File: src/rtl/seq_relop_unit.sv
// Multi-cycle relational compare: walks two WIDTH-bit operands MSB-first, CHUNK bits
// per cycle, stops at the first differing chunk and reports a OP b plus eq/lt flags.
module seq_relop_unit #(
   parameter int WIDTH = 32,
   parameter int CHUNK = 8
) (
   input  logic                                  clk,
   input  logic                                  rst,
   input  logic                                  in_valid,
   output logic                                  in_ready,
   input  logic [WIDTH-1:0]                      in_a,
   input  logic [WIDTH-1:0]                      in_b,
   input  logic [2:0]                            in_op,
   input  logic                                  in_signed,
   output logic                                  out_valid,
   input  logic                                  out_ready,
   output logic                                  out_result,
   output logic                                  out_eq,
   output logic                                  out_lt,
   output logic                                  out_err,
   output logic [$clog2(WIDTH/CHUNK):0]          out_cycles
);
   localparam int NCHUNK = WIDTH / CHUNK;
   localparam int KW     = (NCHUNK > 1) ? $clog2(NCHUNK) : 1;
   localparam int CW     = $clog2(NCHUNK) + 1;

   typedef enum logic [1:0] {IDLE, RUN, DONE} state_t;

   state_t            state_q, state_d;
   logic [WIDTH-1:0]  a_q, a_d, b_q, b_d;
   logic [2:0]        op_q, op_d;
   logic              signed_q, signed_d;
   logic [KW-1:0]     k_q, k_d;
   logic              eq_q, eq_d, lt_q, lt_d;
   logic              result_q, result_d, err_q, err_d;
   logic [CW-1:0]     cycles_q, cycles_d;

   logic [CHUNK-1:0]  chunk_a [NCHUNK];
   logic [CHUNK-1:0]  chunk_b [NCHUNK];
   logic [CHUNK-1:0]  sign_flip, cmp_a, cmp_b;
   logic              chunk_eq, chunk_lt, last_chunk;
   logic              op_res, op_err;

   genvar gi;
   generate
      for (gi = 0; gi < NCHUNK; gi++) begin : g_chunk
         assign chunk_a[gi] = a_q[WIDTH-1-gi*CHUNK -: CHUNK];
         assign chunk_b[gi] = b_q[WIDTH-1-gi*CHUNK -: CHUNK];
      end
   endgenerate

   // Flipping the top bit of the MSB chunk turns a signed compare into an unsigned one.
   always_comb begin
      sign_flip            = '0;
      sign_flip[CHUNK-1]   = signed_q && (k_q == '0);
      cmp_a                = chunk_a[k_q] ^ sign_flip;
      cmp_b                = chunk_b[k_q] ^ sign_flip;
      chunk_eq             = (cmp_a == cmp_b);
      chunk_lt             = (cmp_a < cmp_b);
      last_chunk           = (k_q == KW'(NCHUNK - 1));
   end

   always_comb begin
      op_res = 1'b0;
      op_err = 1'b0;
      case (op_q)
         3'd0:    op_res = chunk_eq;
         3'd1:    op_res = !chunk_eq;
         3'd2:    op_res = !chunk_eq && !chunk_lt;
         3'd3:    op_res = !chunk_lt;
         3'd4:    op_res = chunk_lt;
         3'd5:    op_res = chunk_lt || chunk_eq;
         default: op_err = 1'b1;
      endcase
   end

   always_comb begin
      state_d  = state_q;
      a_d      = a_q;
      b_d      = b_q;
      op_d     = op_q;
      signed_d = signed_q;
      k_d      = k_q;
      eq_d     = eq_q;
      lt_d     = lt_q;
      result_d = result_q;
      err_d    = err_q;
      cycles_d = cycles_q;
      case (state_q)
         IDLE: begin
            if (in_valid) begin
               a_d      = in_a;
               b_d      = in_b;
               op_d     = in_op;
               signed_d = in_signed;
               k_d      = '0;
               state_d  = RUN;
            end
         end
         RUN: begin
            if (!chunk_eq || last_chunk) begin
               eq_d     = chunk_eq;
               lt_d     = chunk_lt;
               result_d = op_res;
               err_d    = op_err;
               cycles_d = CW'(k_q) + CW'(1);
               state_d  = DONE;
            end else begin
               k_d = k_q + KW'(1);
            end
         end
         DONE: begin
            if (out_ready) state_d = IDLE;
         end
         default: state_d = IDLE;
      endcase
   end

   always_ff @(posedge clk) begin
      if (rst) begin
         state_q  <= IDLE;
         a_q      <= '0;
         b_q      <= '0;
         op_q     <= '0;
         signed_q <= 1'b0;
         k_q      <= '0;
         eq_q     <= 1'b0;
         lt_q     <= 1'b0;
         result_q <= 1'b0;
         err_q    <= 1'b0;
         cycles_q <= '0;
      end else begin
         state_q  <= state_d;
         a_q      <= a_d;
         b_q      <= b_d;
         op_q     <= op_d;
         signed_q <= signed_d;
         k_q      <= k_d;
         eq_q     <= eq_d;
         lt_q     <= lt_d;
         result_q <= result_d;
         err_q    <= err_d;
         cycles_q <= cycles_d;
      end
   end

   assign in_ready   = (state_q == IDLE);
   assign out_valid  = (state_q == DONE);
   assign out_result = result_q;
   assign out_eq     = eq_q;
   assign out_lt     = lt_q;
   assign out_err    = err_q;
   assign out_cycles = cycles_q;
endmodule
File: config.mk
export PLATFORM = sky130hd
export DESIGN_NAME = seq_relop_unit
export DESIGN_NICKNAME = d
export VERILOG_FILES = /design/src/rtl/seq_relop_unit.sv
export SDC_FILE = /design/constraint.sdc
export NUM_CORES = 1
export LEC_CHECK = 0
export CAP_MARGIN = 15
export CELL_PAD_IN_SITES_DETAIL_PLACEMENT = 2
export CELL_PAD_IN_SITES_GLOBAL_PLACEMENT = 2
export CORE_ASPECT_RATIO = 1.75
export CORE_MARGIN = 5
export CORE_UTILIZATION = 29
export CTS_CLUSTER_DIAMETER = 60
export DETAILED_ROUTE_END_ITERATION = 7
export GPL_TIMING_DRIVEN = 0
export PLACE_DENSITY = 0.83
export SLEW_MARGIN = 20
export SYNTH_ARGS = -nofsm -noshare
export SYNTH_HDL_FRONTEND = slang
export SYNTH_SLANG_ARGS = --single-unit
export TNS_END_PERCENT = 20
File: constraint.sdc
create_clock -name clk -period 4.15 [get_ports clk]
set_input_delay 0.6225 -clock clk [delete_from_list [all_inputs] [get_ports clk]]
set_output_delay 0.6225 -clock clk [all_outputs]
set_load 0.02 [all_outputs]
# Word-level counts from Yosys, hierarchy flattened
# Cells that the tools add are included.
word_totals:
  register_bits: 79
  input_bits: 72
  out_inout_bits: 9
  elab_cells: 61
classes:
  addsub: 2
  n_lt_le_gt_ge: 2
  n_eq_ne: 13
  n_mux: 15
  bitwise: 3
  n_reduce_logical: 15
op_table:
  columns: ["operator", "n"]
  rows:
  - ["binary-select mux 8 bit (select 2 bit)", 2]
  - ["2-to-1 mux 8 bit", 4]
  - ["XOR 8 bit", 2]
  - ["2-to-1 mux 2 bit", 5]
  - ["== test 8 bit", 1]
  - ["< comparator 8 bit", 1]
  - ["== test 3 x 2 -> 1 bit, second input constant", 2]
  - ["== test 3 bit, second input constant", 2]
  - ["inequality test 2 bit, second input constant", 3]
  - ["one-hot mux 1 bit (6 select lines)", 1]
  - ["one-hot mux 2 bit (3 select lines)", 1]
  - ["AND reduction 3 bit", 2]
  - ["OR reduction 6 bit", 1]
  - ["== test 2 bit, second input constant", 2]
  - ["logical NOT 2 bit", 2]
  - ["one-hot mux 2 bit (2 select lines)", 1]
  - ["AND reduction 2 bit", 2]
  - ["adder 2 x 1 -> 3 bit, second input constant", 1]
  - ["== test 3 x 1 -> 1 bit, second input constant", 1]
  - ["greater-or-equal comparator 3 bit, second input constant", 1]
  - ["logical NOT 3 bit", 1]
  - ["inverter 2 -> 3 bit", 1]
  - ["adder 2 x 1 -> 2 bit, second input constant", 1]
  - ["== test 2 x 1 -> 1 bit, second input constant", 1]
  - ["6 further kinds", 9]

# Longest topological paths before layout
# Gate-level depths: netlist (run 1).
depth:
  ltp_word: 10
  mapped_depth: 14
  ltp_nobuf: 11

# Worst setup path before layout (run 1)
# Ideal clock, no wire load.
synth_timing:
  path_kind: "register -> register"
  start: "register k_q[0]"
  end: "register result_q (netlist: out_result)"
  setup_time_ns: 0.117
  t_arrival_ns: 2.815
  required_ns: 4.033
  path_slack_ns: 1.218
  stages_incl_launch_ff: 12
  n_path_buf: 3
  period_less_slack_ns: 2.932
  path_cell_list: "dfxtp_1 buf_2 buf_2 mux4_2 ha_1 nand4_1 or2_1 buf_2 a21o_1 a221oi_1 o22ai_1 a32o_1"
synth_between:
  elab_chain_cells: 9
  elab_cells_between_ends: 21
  classes_between: "1 x order compare; 2 x eq/ne; 7 x mux; 3 x bitwise; 8 x reduce/logical"
synth_rtl:
  columns: ["item", "line_no", "text"]
  rows:
  - ["start: declaration", "33", "logic [KW-1:0] k_q, k_d;"]
  - ["start signal: assignment", "138", "k_q <= k_d;"]
  - ["inverter 2 -> 3 bit (implied by the code)", "56, 57", null]
  - ["binary-select mux 8 bit (select 2 bit), on equally long branches", "56, 57", null]
  - ["2-to-1 mux 8 bit, on equally long branches (2 in series)", "56, 57", null]
  - ["XOR 8 bit, on equally long branches", "56, 57", null]
  - ["< comparator 8 bit or == test 8 bit (tied branches)", "59, 58", null]
  - ["logical NOT 1 bit, on equally long branches", null, null]
  - ["logical AND 1 bit or logical OR 1 bit (tied branches)", "69, 101", null]
  - ["one-hot mux 1 bit (6 select lines) or AND reduction 2 bit (tied branches)", null, null]
  - ["end signal: assignment", "141", "result_q <= result_d;"]
  - ["end: declaration", "35", "logic result_q, result_d, err_q, err_d;"]
# Parallel ways exist; a longest one is shown, timed or not. The select of a mux whose other input is x is not followed.
# A chain may end at the register's enable or synchronous reset.

# Worst setup path in the final report (run 1)
layout_timing:
  start: "register k_q[1]"
  end: "register result_q (netlist: out_result)"
# Same word-level chain as after synthesis.

==> impl_metrics.prom, run 1 <==
# TYPE chip_impl_metric gauge
chip_impl_info{name="timing.critical_path.cells",value="clkbuf_1 > clkbuf_1 > mux4_2 > ha_1 > nand4_1 > or2_1 > buf_2 > o21ai_2 > o22ai_1 > a32o_1"} 1
chip_impl_metric{name="cts-hold-fix-buffers",unit=""} 0
chip_impl_metric{name="ys_types",unit=""} 39
chip_impl_metric{name="drc_errors",unit=""} 0
chip_impl_metric{name="synth-async-reset-ratio",unit="%"} 0
chip_impl_metric{name="power.density_cell_area",unit="nW/um^2"} 416.1
chip_impl_metric{name="timing.max_slew.rel_slack",unit="%"} 57.41
chip_impl_metric{name="max_stage_delay",unit="ps"} 560
chip_impl_metric{name="dieArea",unit="um^2"} 14350
chip_impl_metric{name="fin_crit_sh",unit="%"} 86.19
chip_impl_metric{name="pin_count",unit=""} 81
chip_impl_metric{name="wl_per_cell",unit="um"} 19.04
chip_impl_info{name="hp-start",value="b_q[27]"} 1
chip_impl_metric{name="cap_viol_max_count",unit=""} 0
chip_impl_metric{name="hold_slack",unit="ps"} 459.6
chip_impl_metric{name="detailedPlacementHpwl",unit="um"} 9663
chip_impl_metric{name="p_leak",unit="uW"} 0.001702
chip_impl_metric{name="dr.first_iter.drc_count",unit=""} 82
chip_impl_info{name="setup.worst_path.start",value="k_q[1]"} 1
chip_impl_metric{name="antenna_left",unit=""} 0
chip_impl_metric{name="total_nets_after_synthesis",unit=""} 497
chip_impl_metric{name="number_of_placed_cells_counting_well_taps",unit=""} 631
chip_impl_metric{name="synth_area",unit="um^2"} 3472
chip_impl_info{name="synth_area_leaders",value="dfxtp_1, nand2_1, a21oi_1"} 1
chip_impl_info{name="slowest_cp_cell",value="clkbuf_1"} 1
chip_impl_metric{name="grt_overflow_total",unit=""} 0
chip_impl_metric{name="synth.yosys.warnings",unit=""} 0
chip_impl_metric{name="power.share.sequential",unit="%"} 43.8
chip_impl_metric{name="drt_first_pass_iters",unit=""} 4
chip_impl_metric{name="floorplan.rows",unit=""} 53
chip_impl_metric{name="postCtsSetupRepairBufs",unit=""} 0
chip_impl_info{name="synth_top_cell_by_area",value="dfxtp_1"} 1
chip_impl_metric{name="drt-vias-per-instance",unit=""} 5.094
chip_impl_metric{name="critical_path.max_fanout",unit=""} 10
chip_impl_metric{name="synth_top_area_share",unit="%"} 45.55
chip_impl_metric{name="drive_above_1_share",unit="%"} 7.073
chip_impl_metric{name="design.core.area",unit="um^2"} 11870
chip_impl_metric{name="power.switching",unit="uW"} 545.1
chip_impl_metric{name="fp.dieW",unit="um"} 92.72
chip_impl_info{name="setup_crit_start_kind",value="flip-flop"} 1
chip_impl_metric{name="cp_data_arrival_time",unit="ps"} 3800
chip_impl_info{name="tritoncts_clock_tree",value="built"} 1
chip_impl_metric{name="slew_viol_final",unit=""} 0
chip_impl_metric{name="synth.yosys.seq_area_share",unit="%"} 45.55
chip_impl_metric{name="gp_congestion",unit=""} 0.7984
chip_impl_metric{name="synth.ff_latch_count",unit=""} 79
chip_impl_metric{name="swShare",unit="%"} 27.91
chip_impl_info{name="worstReg2RegStart",value="k_q[1]"} 1
chip_impl_metric{name="critPathBufInv",unit=""} 3
chip_impl_metric{name="largest_net_degree_at_the_start_of_global_routing",unit=""} 12
chip_impl_metric{name="timing.clock.skew",unit="ps"} 5.381
chip_impl_metric{name="portBuffers",unit=""} 79
chip_impl_metric{name="cts_buffer_count",unit=""} 9
chip_impl_info{name="hold_class",value="reg -> reg"} 1
chip_impl_metric{name="wirelength",unit="um"} 12300
chip_impl_metric{name="power.share.combinational",unit="%"} 19.8
chip_impl_metric{name="cts.repair.resized",unit=""} 0
chip_impl_info{name="synth.most_common_cell",value="nand2_1"} 1
chip_impl_metric{name="cts.path.max_buffers",unit=""} 2
chip_impl_metric{name="synth_edf_count",unit=""} 0
chip_impl_metric{name="syn2layout_area_growth",unit="%"} 35.17
chip_impl_info{name="cts_root_buffer",value="clkbuf_16"} 1
chip_impl_metric{name="num-nets-final",unit=""} 587
chip_impl_metric{name="antenna_found_initial",unit=""} 0
chip_impl_metric{name="tritoncts_num_sinks",unit=""} 79
chip_impl_metric{name="die_h",unit="um"} 154.8
chip_impl_info{name="outcome",value="completed"} 1
chip_impl_metric{name="initial_core_util",unit="%"} 29.25
chip_impl_metric{name="fin_setup_tns",unit="ps"} 0
chip_impl_info{name="path_delay_family",value="buffers and inverters"} 1
chip_impl_metric{name="fmaxAchievable",unit="GHz"} 0.2796
chip_impl_metric{name="clk-insertion-delay-late",unit="ps"} 340
chip_impl_metric{name="routed-via-count",unit=""} 3291
chip_impl_metric{name="cts-htree-levels",unit=""} 3
chip_impl_info{name="crit_top_cell",value="clkbuf_1"} 1
chip_impl_metric{name="minimum_period_implied_by_the_final_worst_setup_slack",unit="ps"} 3577
chip_impl_metric{name="clkPwrFrac",unit="%"} 36.4
chip_impl_metric{name="vdd.ir_drop.worst",unit="mV"} 0.1982
chip_impl_info{name="setup.worst_path.class",value="reg -> reg"} 1
chip_impl_metric{name="pint",unit="uW"} 1408
chip_impl_metric{name="worst_setup_hold_path_clk_slew",unit="ps"} 60
chip_impl_metric{name="postSynthAreaPerCell",unit="um^2"} 8.366
chip_impl_metric{name="tightestPinTransition",unit="ps"} 638.8
chip_impl_metric{name="syn-instance-count",unit=""} 415
chip_impl_metric{name="num_antenna_cells",unit=""} 0
chip_impl_info{name="setup_crit_end_kind",value="flip-flop"} 1
chip_impl_metric{name="finish.cell_count_without_fillers",unit=""} 646
chip_impl_metric{name="power",unit="uW"} 1953
chip_impl_metric{name="first_global_vias",unit=""} 3755
chip_impl_metric{name="setup_viol_count_final",unit=""} 0
chip_impl_metric{name="report.final.hold_viol_count",unit=""} 0
chip_impl_metric{name="data_required_time_at_the_worst_endpoint",unit="ps"} 4370
chip_impl_metric{name="grt_pass1_wl",unit="um"} 19320
chip_impl_info{name="yosys-top-cells-count",value="nand2_1, dfxtp_1, a21oi_1"} 1
chip_impl_info{name="postSynth.topFlopCell",value="dfxtp_1"} 1
chip_impl_metric{name="grtUsageTotal",unit="%"} 17.76
chip_impl_info{name="grt_setup_unrepaired",value="no"} 1
==> power groups by stage <==
stage                     sequential [uW]  clock (uW)  combinational [uW]
after floorplan                       858           0                 219
after global placement                866           0                 367
after detailed placement              870           0                 388
after global routing                  860         760                 428
after CTS                             855         732                 394
final                                 855         711                 387
==> cell type report <==
class | instances | area, um^2
flip-flops and latches | 79 | 1582
multi-input cells | 295 | 1723
inverters | 11 | 41.29
clock inverters | 1 | 5.005
well taps | 137 | 171.4
fillers | 1355 | 7177
plain buffers | 30 | 126.4
repair buffers | 79 | 790.8
clock buffers | 14 | 254.0
==> final timing paths <==
path         cells past startpoint          to  slack [ps]
max                             10  out_result         570
min                              2     b_q[27]         460
max reg2reg                     10  out_result         570
min reg2reg                      2     b_q[27]         460
==> cells by family (layout without fill, tap and decap cells) <==
group | Yosys count | after routing | share of synthesized area [%]
AOI/OAI and AO/OA | 91 | 91 | 14.16
xor gates and xnor gates | 2 | 2 | 0.5046
adders and majority gates | 10 | 10 | 3.604
buffers and inverters | 41 | 135 | 4.829
DFF | 79 | 79 | 45.55
muxes | 19 | 19 | 11.24
and+or+nand+nor | 173 | 173 | 20.11
==> worst register-to-register path: stages (launching register included) <==
cell and delay (ps):
dfxtp_1 340, clkbuf_1 450, clkbuf_1 560, mux4_2 430, ha_1 320, nand4_1 110
or2_1 250, buf_2 190, o21ai_2 420, o22ai_1 170, a32o_1 220
==> stage by stage <==
| step | util [%] | area, um^2 | worst slack [ps] |
|---|---|---|---|
| 3_3_place_gp | 37.36 | 4434 | 632.5 |
| 4_1_cts | 39.54 | 4693 | 506.9 |
| 6_report | 39.54 | 4693 | 573.1 |
| 3_5_place_dp | 37.36 | 4434 | 523.2 |
| 2_1_floorplan | - | 3472 | 1218 |
| 5_1_grt | 39.54 | 4693 | 299.9 |
==> layer usage <==
layer	share of wire [%]	vias to the layer above	GRT usage, %
li1	-	1582	-
met1	37	1639	18.12
met5	0	-	0
met2	59	51	35.42
met3	2.5	19	2.482
met4	2.3	0	6.639
==> registers in the layout (all words and copies together), names as in the netlist <==
signal / flops
a_q: 32
b_q: 32
k_q: 2
op_q: 3
out_cycles: 3
out_eq: 1
out_err: 1
out_lt: 1
out_result: 1
signed_q: 1
state_q: 2
==> layout by cell type, fill, tap and decap left out, types with 2 or more instances in the layout <==
cell type / synthesis / routed
ha_1: 10 / 10
buf_2: 5 / 5
nor2_1: 13 / 13
clkdlybuf4s50_1: 0 / 79
clkbuf_16: 0 / 9
nor3_1: 2 / 2
nand4_1: 2 / 2
inv_1: 10 / 10
dfxtp_1: 79 / 79
nand2_1: 143 / 143
buf_1: 4 / 4
clkbuf_1: 20 / 24
and2_1: 2 / 2
mux2i_1: 3 / 3
nor2b_1: 3 / 3
or3_1: 2 / 2
mux4_2: 16 / 16
a21oi_1: 78 / 78
Note: power is estimated with default switching activity, not from simulation.
==> run 2: changes to the inputs <==
- CORE_UTILIZATION: 29 -> 35
- DONT_BUFFER_PORTS: unset -> 1
- PLACE_DENSITY: 0.83 -> 0.79
==> run 2 against run 1 <==
Via count is 10% lower. Critical path depth stayed put. Cell count is 14% lower. Combinational power is 21% lower. Register-to-register slack worse by 50 ps.
==> impl_metrics.prom, run 2 (synthesis gave the netlist of run 1 again) <==
# TYPE chip_impl_metric gauge
chip_impl_info{name="outcome",value="completed"} 1
chip_impl_metric{name="drive_above_1_share",unit="%"} 9.049
chip_impl_metric{name="setup_viol_count_final",unit=""} 0
chip_impl_metric{name="tightestPinTransition",unit="ps"} 647.0
chip_impl_metric{name="floorplan.rows",unit=""} 48
chip_impl_metric{name="fin_crit_sh",unit="%"} 87.44
chip_impl_metric{name="pin_count",unit=""} 81
chip_impl_metric{name="gp_congestion",unit=""} 0.8001
chip_impl_info{name="layout_top_registers",value="a_q: 32 flops, b_q: 32 flops"} 1
chip_impl_metric{name="n_fill_cell",unit=""} 1122
chip_impl_info{name="most-common-layout-cells",value="nand2_1, dfxtp_1, a21oi_1, clkbuf_1, mux4_2"} 1
chip_impl_info{name="cts_root_buffer",value="clkbuf_16"} 1
chip_impl_metric{name="finalCoreUtilization",unit="%"} 40.39
chip_impl_metric{name="routed-via-count",unit=""} 2956
chip_impl_metric{name="cts_buffer_count",unit=""} 9
chip_impl_metric{name="drt-vias-per-instance",unit=""} 5.317
chip_impl_metric{name="timing.max_slew.rel_slack",unit="%"} 56.87
chip_impl_metric{name="power.density_cell_area",unit="nW/um^2"} 512.5
chip_impl_info{name="regToRegEndpoint",value="out_result"} 1
chip_impl_metric{name="drt_first_pass_iters",unit=""} 4
chip_impl_metric{name="multiInputGateArea",unit="um^2"} 1723
chip_impl_metric{name="cts.path.max_buffers",unit=""} 2
chip_impl_metric{name="vdd.ir_drop.worst",unit="mV"} 0.2293
chip_impl_metric{name="initial_core_util",unit="%"} 35.47
chip_impl_metric{name="drc_errors",unit=""} 0
chip_impl_metric{name="dieArea",unit="um^2"} 12090
chip_impl_metric{name="report.final.hold_viol_count",unit=""} 0
chip_impl_metric{name="cts-hold-fix-buffers",unit=""} 0
chip_impl_metric{name="p_leak",unit="uW"} 0.001430
chip_impl_metric{name="postCtsSetupRepairBufs",unit=""} 0
chip_impl_metric{name="cap_viol_max_count",unit=""} 0
chip_impl_info{name="tritoncts_clock_tree",value="built"} 1
chip_impl_info{name="setup_crit_start_kind",value="flip-flop"} 1
chip_impl_info{name="setup.worst_path.start",value="k_q[1]"} 1
chip_impl_metric{name="num_antenna_cells",unit=""} 0
chip_impl_metric{name="grtUsageTotal",unit="%"} 19.91
chip_impl_metric{name="fin_setup_tns",unit="ps"} 0
chip_impl_metric{name="timing.clock.skew",unit="ps"} 4.538
chip_impl_metric{name="fmaxAchievable",unit="GHz"} 0.2756
chip_impl_metric{name="design.core.area",unit="um^2"} 9789
chip_impl_metric{name="wl_per_cell",unit="um"} 20.48
chip_impl_metric{name="fp.dieW",unit="um"} 85.29
chip_impl_info{name="setup.worst_path.class",value="reg -> reg"} 1
chip_impl_info{name="cp-endpoint",value="out_result"} 1
chip_impl_metric{name="num-nets-final",unit=""} 508
chip_impl_metric{name="data_required_time_at_the_worst_endpoint",unit="ps"} 4380
chip_impl_metric{name="largest_net_degree_at_the_start_of_global_routing",unit=""} 13
chip_impl_metric{name="antenna_left",unit=""} 0
chip_impl_metric{name="first_global_vias",unit=""} 3517
chip_impl_metric{name="detailedPlacementHpwl",unit="um"} 8786
chip_impl_info{name="grt_setup_unrepaired",value="no"} 1
chip_impl_metric{name="antenna_found_initial",unit=""} 0
chip_impl_metric{name="die_h",unit="um"} 141.8
chip_impl_metric{name="portBuffers",unit=""} 0
chip_impl_info{name="setup_crit_end_kind",value="flip-flop"} 1
chip_impl_info{name="hold_class",value="in -> reg"} 1
chip_impl_info{name="layout_commonest_cell",value="nand2_1"} 1
chip_impl_info{name="worstReg2RegStart",value="k_q[1]"} 1
chip_impl_metric{name="minimum_period_implied_by_the_final_worst_setup_slack",unit="ps"} 3629
chip_impl_metric{name="dr.first_iter.drc_count",unit=""} 80
chip_impl_metric{name="cts.repair.resized",unit=""} 0
chip_impl_metric{name="cp_data_arrival_time",unit="ps"} 3860
chip_impl_metric{name="grt_pass1_wl",unit="um"} 18240
chip_impl_metric{name="critical_path.max_fanout",unit=""} 10
chip_impl_metric{name="wirelength",unit="um"} 11390
chip_impl_metric{name="syn2layout_area_growth",unit="%"} 13.87
chip_impl_metric{name="worst_setup_hold_path_clk_slew",unit="ps"} 60
chip_impl_metric{name="grt_overflow_total",unit=""} 0
chip_impl_metric{name="r2r_setup_slk",unit="ps"} 520
chip_impl_metric{name="clk-insertion-delay-late",unit="ps"} 340
chip_impl_metric{name="reg2regPathDepth",unit=""} 10
chip_impl_metric{name="cts-htree-levels",unit=""} 3
chip_impl_metric{name="ff_latch_area",unit="um^2"} 1582
chip_impl_metric{name="tritoncts_num_sinks",unit=""} 79
chip_impl_metric{name="slew_viol_final",unit=""} 0
-- run 2: how the worst min path moves through the flow --
| stage | startpoint | endpoint | slack [ps] | cells past startpoint |
|---|---|---|---|---|
| 3_5_place_dp | b_q[5] | b_q[5] | 450 | 2 |
| 2_1_floorplan | a_q[10] | a_q[10] | 430 | 2 |
| 3_3_place_gp | a_q[17] | a_q[17] | 440 | 2 |
| 6_report | in_a[1] | a_q[1] | 410 | 2 |
| 5_1_grt | in_a[2] | a_q[2] | 420 | 2 |
| 4_1_cts | in_a[1] | a_q[1] | 400 | 2 |
-- run 2: where the power goes --
| group | internal [uW] | switching (uW) | leakage [uW] |
|---|---|---|---|
| clock network | 559 | 303 | 0.000160 |
| logic | 107 | 199 | 0.000622 |
| registers | 817 | 41.3 | 0.000648 |
-- run 2: area by class of cell --
cell class | instances | share of cell area (%)
clock inverters | 3 | 1.646
plain buffers | 30 | 3.196
inverters | 11 | 1.044
multi-input cells | 295 | 43.58
well taps | 125 | 3.956
flip-flops and latches | 79 | 40.00
clock buffers | 13 | 6.582
-- run 2: routing by layer --
layer  GRT usage [%]  up-vias  wire length, um
met3           4.590       18              455
met5               0        -                0
met2           39.59       56             6582
li1                -     1427                -
met1           19.31     1455             4102
met4           7.089        0              249
-- run 2: critical path: stages (launching register included) --
cell      delay (ps)
dfxtp_1          330
clkbuf_1         420
clkbuf_1         560
mux4_2           440
ha_1             340
nand4_1          160
or2_1            270
buf_2            190
o21ai_2          430
o22ai_1          170
a32o_1           220
-- run 2: through the flow --
step                instances  instance area (um^2)  hold WS (ps)  worst slack [ps]  power (uW)
floorplan                 415                  3472         433.1              1218        1077
global placement          540                  3628         442.0             625.1        1155
detailed placement        540                  3628         448.2             483.4        1181
CTS                       556                  3954         404.9             449.4        2051
global route              556                  3954         415.8             312.3        2118
finish                    556                  3954         412.0             521.2        2026
==> RTL edit, RTL diff (config.mk and constraints of run 1) <==
Change the parameter `WIDTH` from 32 to 16.
--- a/src/rtl/seq_relop_unit.sv
+++ b/src/rtl/seq_relop_unit.sv
@@ -2,5 +2,5 @@
 // per cycle, stops at the first differing chunk and reports a OP b plus eq/lt flags.
 module seq_relop_unit #(
-   parameter int WIDTH = 32,
+   parameter int WIDTH = 16,
    parameter int CHUNK = 8
 ) (
Interface: changed (resized in_a, in_b and out_cycles); port bits go from 81 to 48. The function was not compared with the original's and may differ.
==> RTL edit against run 1 <==
Fmax grew 23%. Highest routed layer unchanged. Design area down 40%. Sequential cell count fell by 34. Synthesized area decreased by 40%. Sequential power decreased by 43%. Combinational power down 27%. Die area is 37% lower. Largest cell class unchanged. Clock power is 35% lower. Worst setup slack better by 0.66 ns. Total power down 37%. Routed wire length fell by 46%.
==> RTL edit: results (changes against run 1) <==
\begin{tabular}{lr}
\hline
Metric & Value \\
\hline
\multicolumn{2}{l}{\textbf{Run status}} \\
Run status & finished, final reports clean (unchanged) \\
\multicolumn{2}{l}{\textbf{Finish}} \\
Buffer share of cell area & 18.99\% (was 19.54\%) \\
Filler instances & 805 (was 1355) \\
Post-Layout Cell Count & 388 (was 646) \\
Clock buffers & 7 (was 14) \\
Area of all sequential standard cells & 900.9 um\^{}2 (was 0.001582 mm\^{}2) \\
Number of combinational gates with multiple inputs & 189 (was 295) \\
Net count reported at finish & 351 (was 587) \\
Fraction of final layout cells sized beyond drive strength 1 & 10.86\% (was 7.073\%) \\
\multicolumn{2}{l}{\textbf{Global routing}} \\
Met3 demand-to-capacity share in global routing & 2.064\% (was 2.482\%) \\
Pin count of the biggest net entering global routing & 14 (was 12) \\
Via count of the first global-routing pass & 2135 (was 3755) \\
Global-route wire length before repair & 10600 um (was 19320 um) \\
\multicolumn{2}{l}{\textbf{Worst setup path}} \\
Worst path top cell family by delay & compound AO/OA/AOI/OAI gates (was buffers and inverters) \\
Standard cell with the maximum stage delay on the critical path & a2111oi\_2 (was clkbuf\_1) \\
Critical Path Max Stage Delay & 0.54 ns (was 0.56 ns) \\
\multicolumn{2}{l}{\textbf{Logic synthesis}} \\
Leading post-synthesis cells by instance count & 76 x nand2\_1, 45 x dfxtp\_1, 44 x a21oi\_1, 9 x mux2i\_1, 8 x ha\_1 (was 143 x nand2\_1, 79 x dfxtp\_1, 78 x a21oi\_1, 20 x clkbuf\_1, 16 x mux4\_2) \\
Compound-cell area share of the yosys netlist & 15.37\% (was 14.16\%) \\
Average instance area after synthesis & 8.303 um\^{}2 (was 8.366 um\^{}2) \\
Most area-consuming cells after synthesis & dfxtp\_1 43\%, nand2\_1 14\%, a21oi\_1 11\%, ha\_1 4.8\%, mux2i\_1 4.3\% (was dfxtp\_1 46\%, nand2\_1 15\%, a21oi\_1 11\%, mux4\_2 10\%, ha\_1 3.6\%) \\
Synth Net Count & 298 (was 497) \\
\multicolumn{2}{l}{\textbf{Route}} \\
Sum of routed wire length over all layers & 6586 um (was 12300 um) \\
Count of vias placed by the detailed router & 1958 (was 3291) \\
\multicolumn{2}{l}{\textbf{Clock network}} \\
Clock latency on the worst-skew pair & 0.29 ns (was 0.34 ns) \\
\multicolumn{2}{l}{\textbf{Timing}} \\
Max Clock Skew & 0.004232 ns (was 0.005381 ns) \\
\multicolumn{2}{l}{\textbf{Placement}} \\
HPWL after detailed placement & 4974 um (was 9663 um) \\
\hline
\end{tabular}
## RTL edit: cell types whose count changed in the layout (fill, tap and decap cells not counted), sizes merged, moves of 3 or more
cell,before,now
mux2,0,7
clkdlybuf4s50,79,46
a21oi,78,45
nand2,143,76
nor2,13,10
mux2i,3,9
dfxtp,79,45
clkbuf,34,12
inv,11,1
mux4,16,0
## RTL edit: power groups by stage
stage	combinational, mW	sequential (mW)	clock [mW]
finish	0.284	0.490	0.465
global route	0.311	0.494	0.494
detailed placement	0.283	0.498	0
global placement	0.272	0.496	0
CTS	0.290	0.490	0.476
floorplan	0.176	0.496	0
## RTL edit: per-stage QoR
| step | area, um^2 | power, mW |
|---|---|---|
| after CTS | 2814 | 1.256 |
| final | 2814 | 1.238 |
| after floorplan | 2076 | 0.6714 |
| after global placement | 2641 | 0.7683 |
| after global routing | 2814 | 1.299 |
| after detailed placement | 2641 | 0.7813 |
## RTL edit: cells by family after synthesis
logic type                 count (synthesis)
adders and majority gates                  8
muxes                                     16
DFF                                       45
and+or+nand+nor                          108
xor gates and xnor gates                   2
buffers and inverters                     16
AOI/OAI and AO/OA                         55
## RTL edit: path summary, 6_finish.rpt
| kind | slack [ns] | cells past startpoint | from | to |
|---|---|---|---|---|
| setup / recovery | 1.23 | 8 | k_q | out_result |
| hold / removal | 0.46 | 2 | b_q[10] | b_q[10] |
| setup reg to reg | 1.23 | 8 | k_q | out_result |
| hold reg to reg | 0.46 | 2 | b_q[10] | b_q[10] |
## RTL edit: metal layers
| layer | share of wire [%] | vias to the layer above |
|---|---|---|
| met3 | 2.8 | 12 |
| met2 | 57 | 30 |
| li1 | - | 951 |
| met1 | 38 | 965 |
| met4 | 2.0 | 0 |
| met5 | 0 | - |
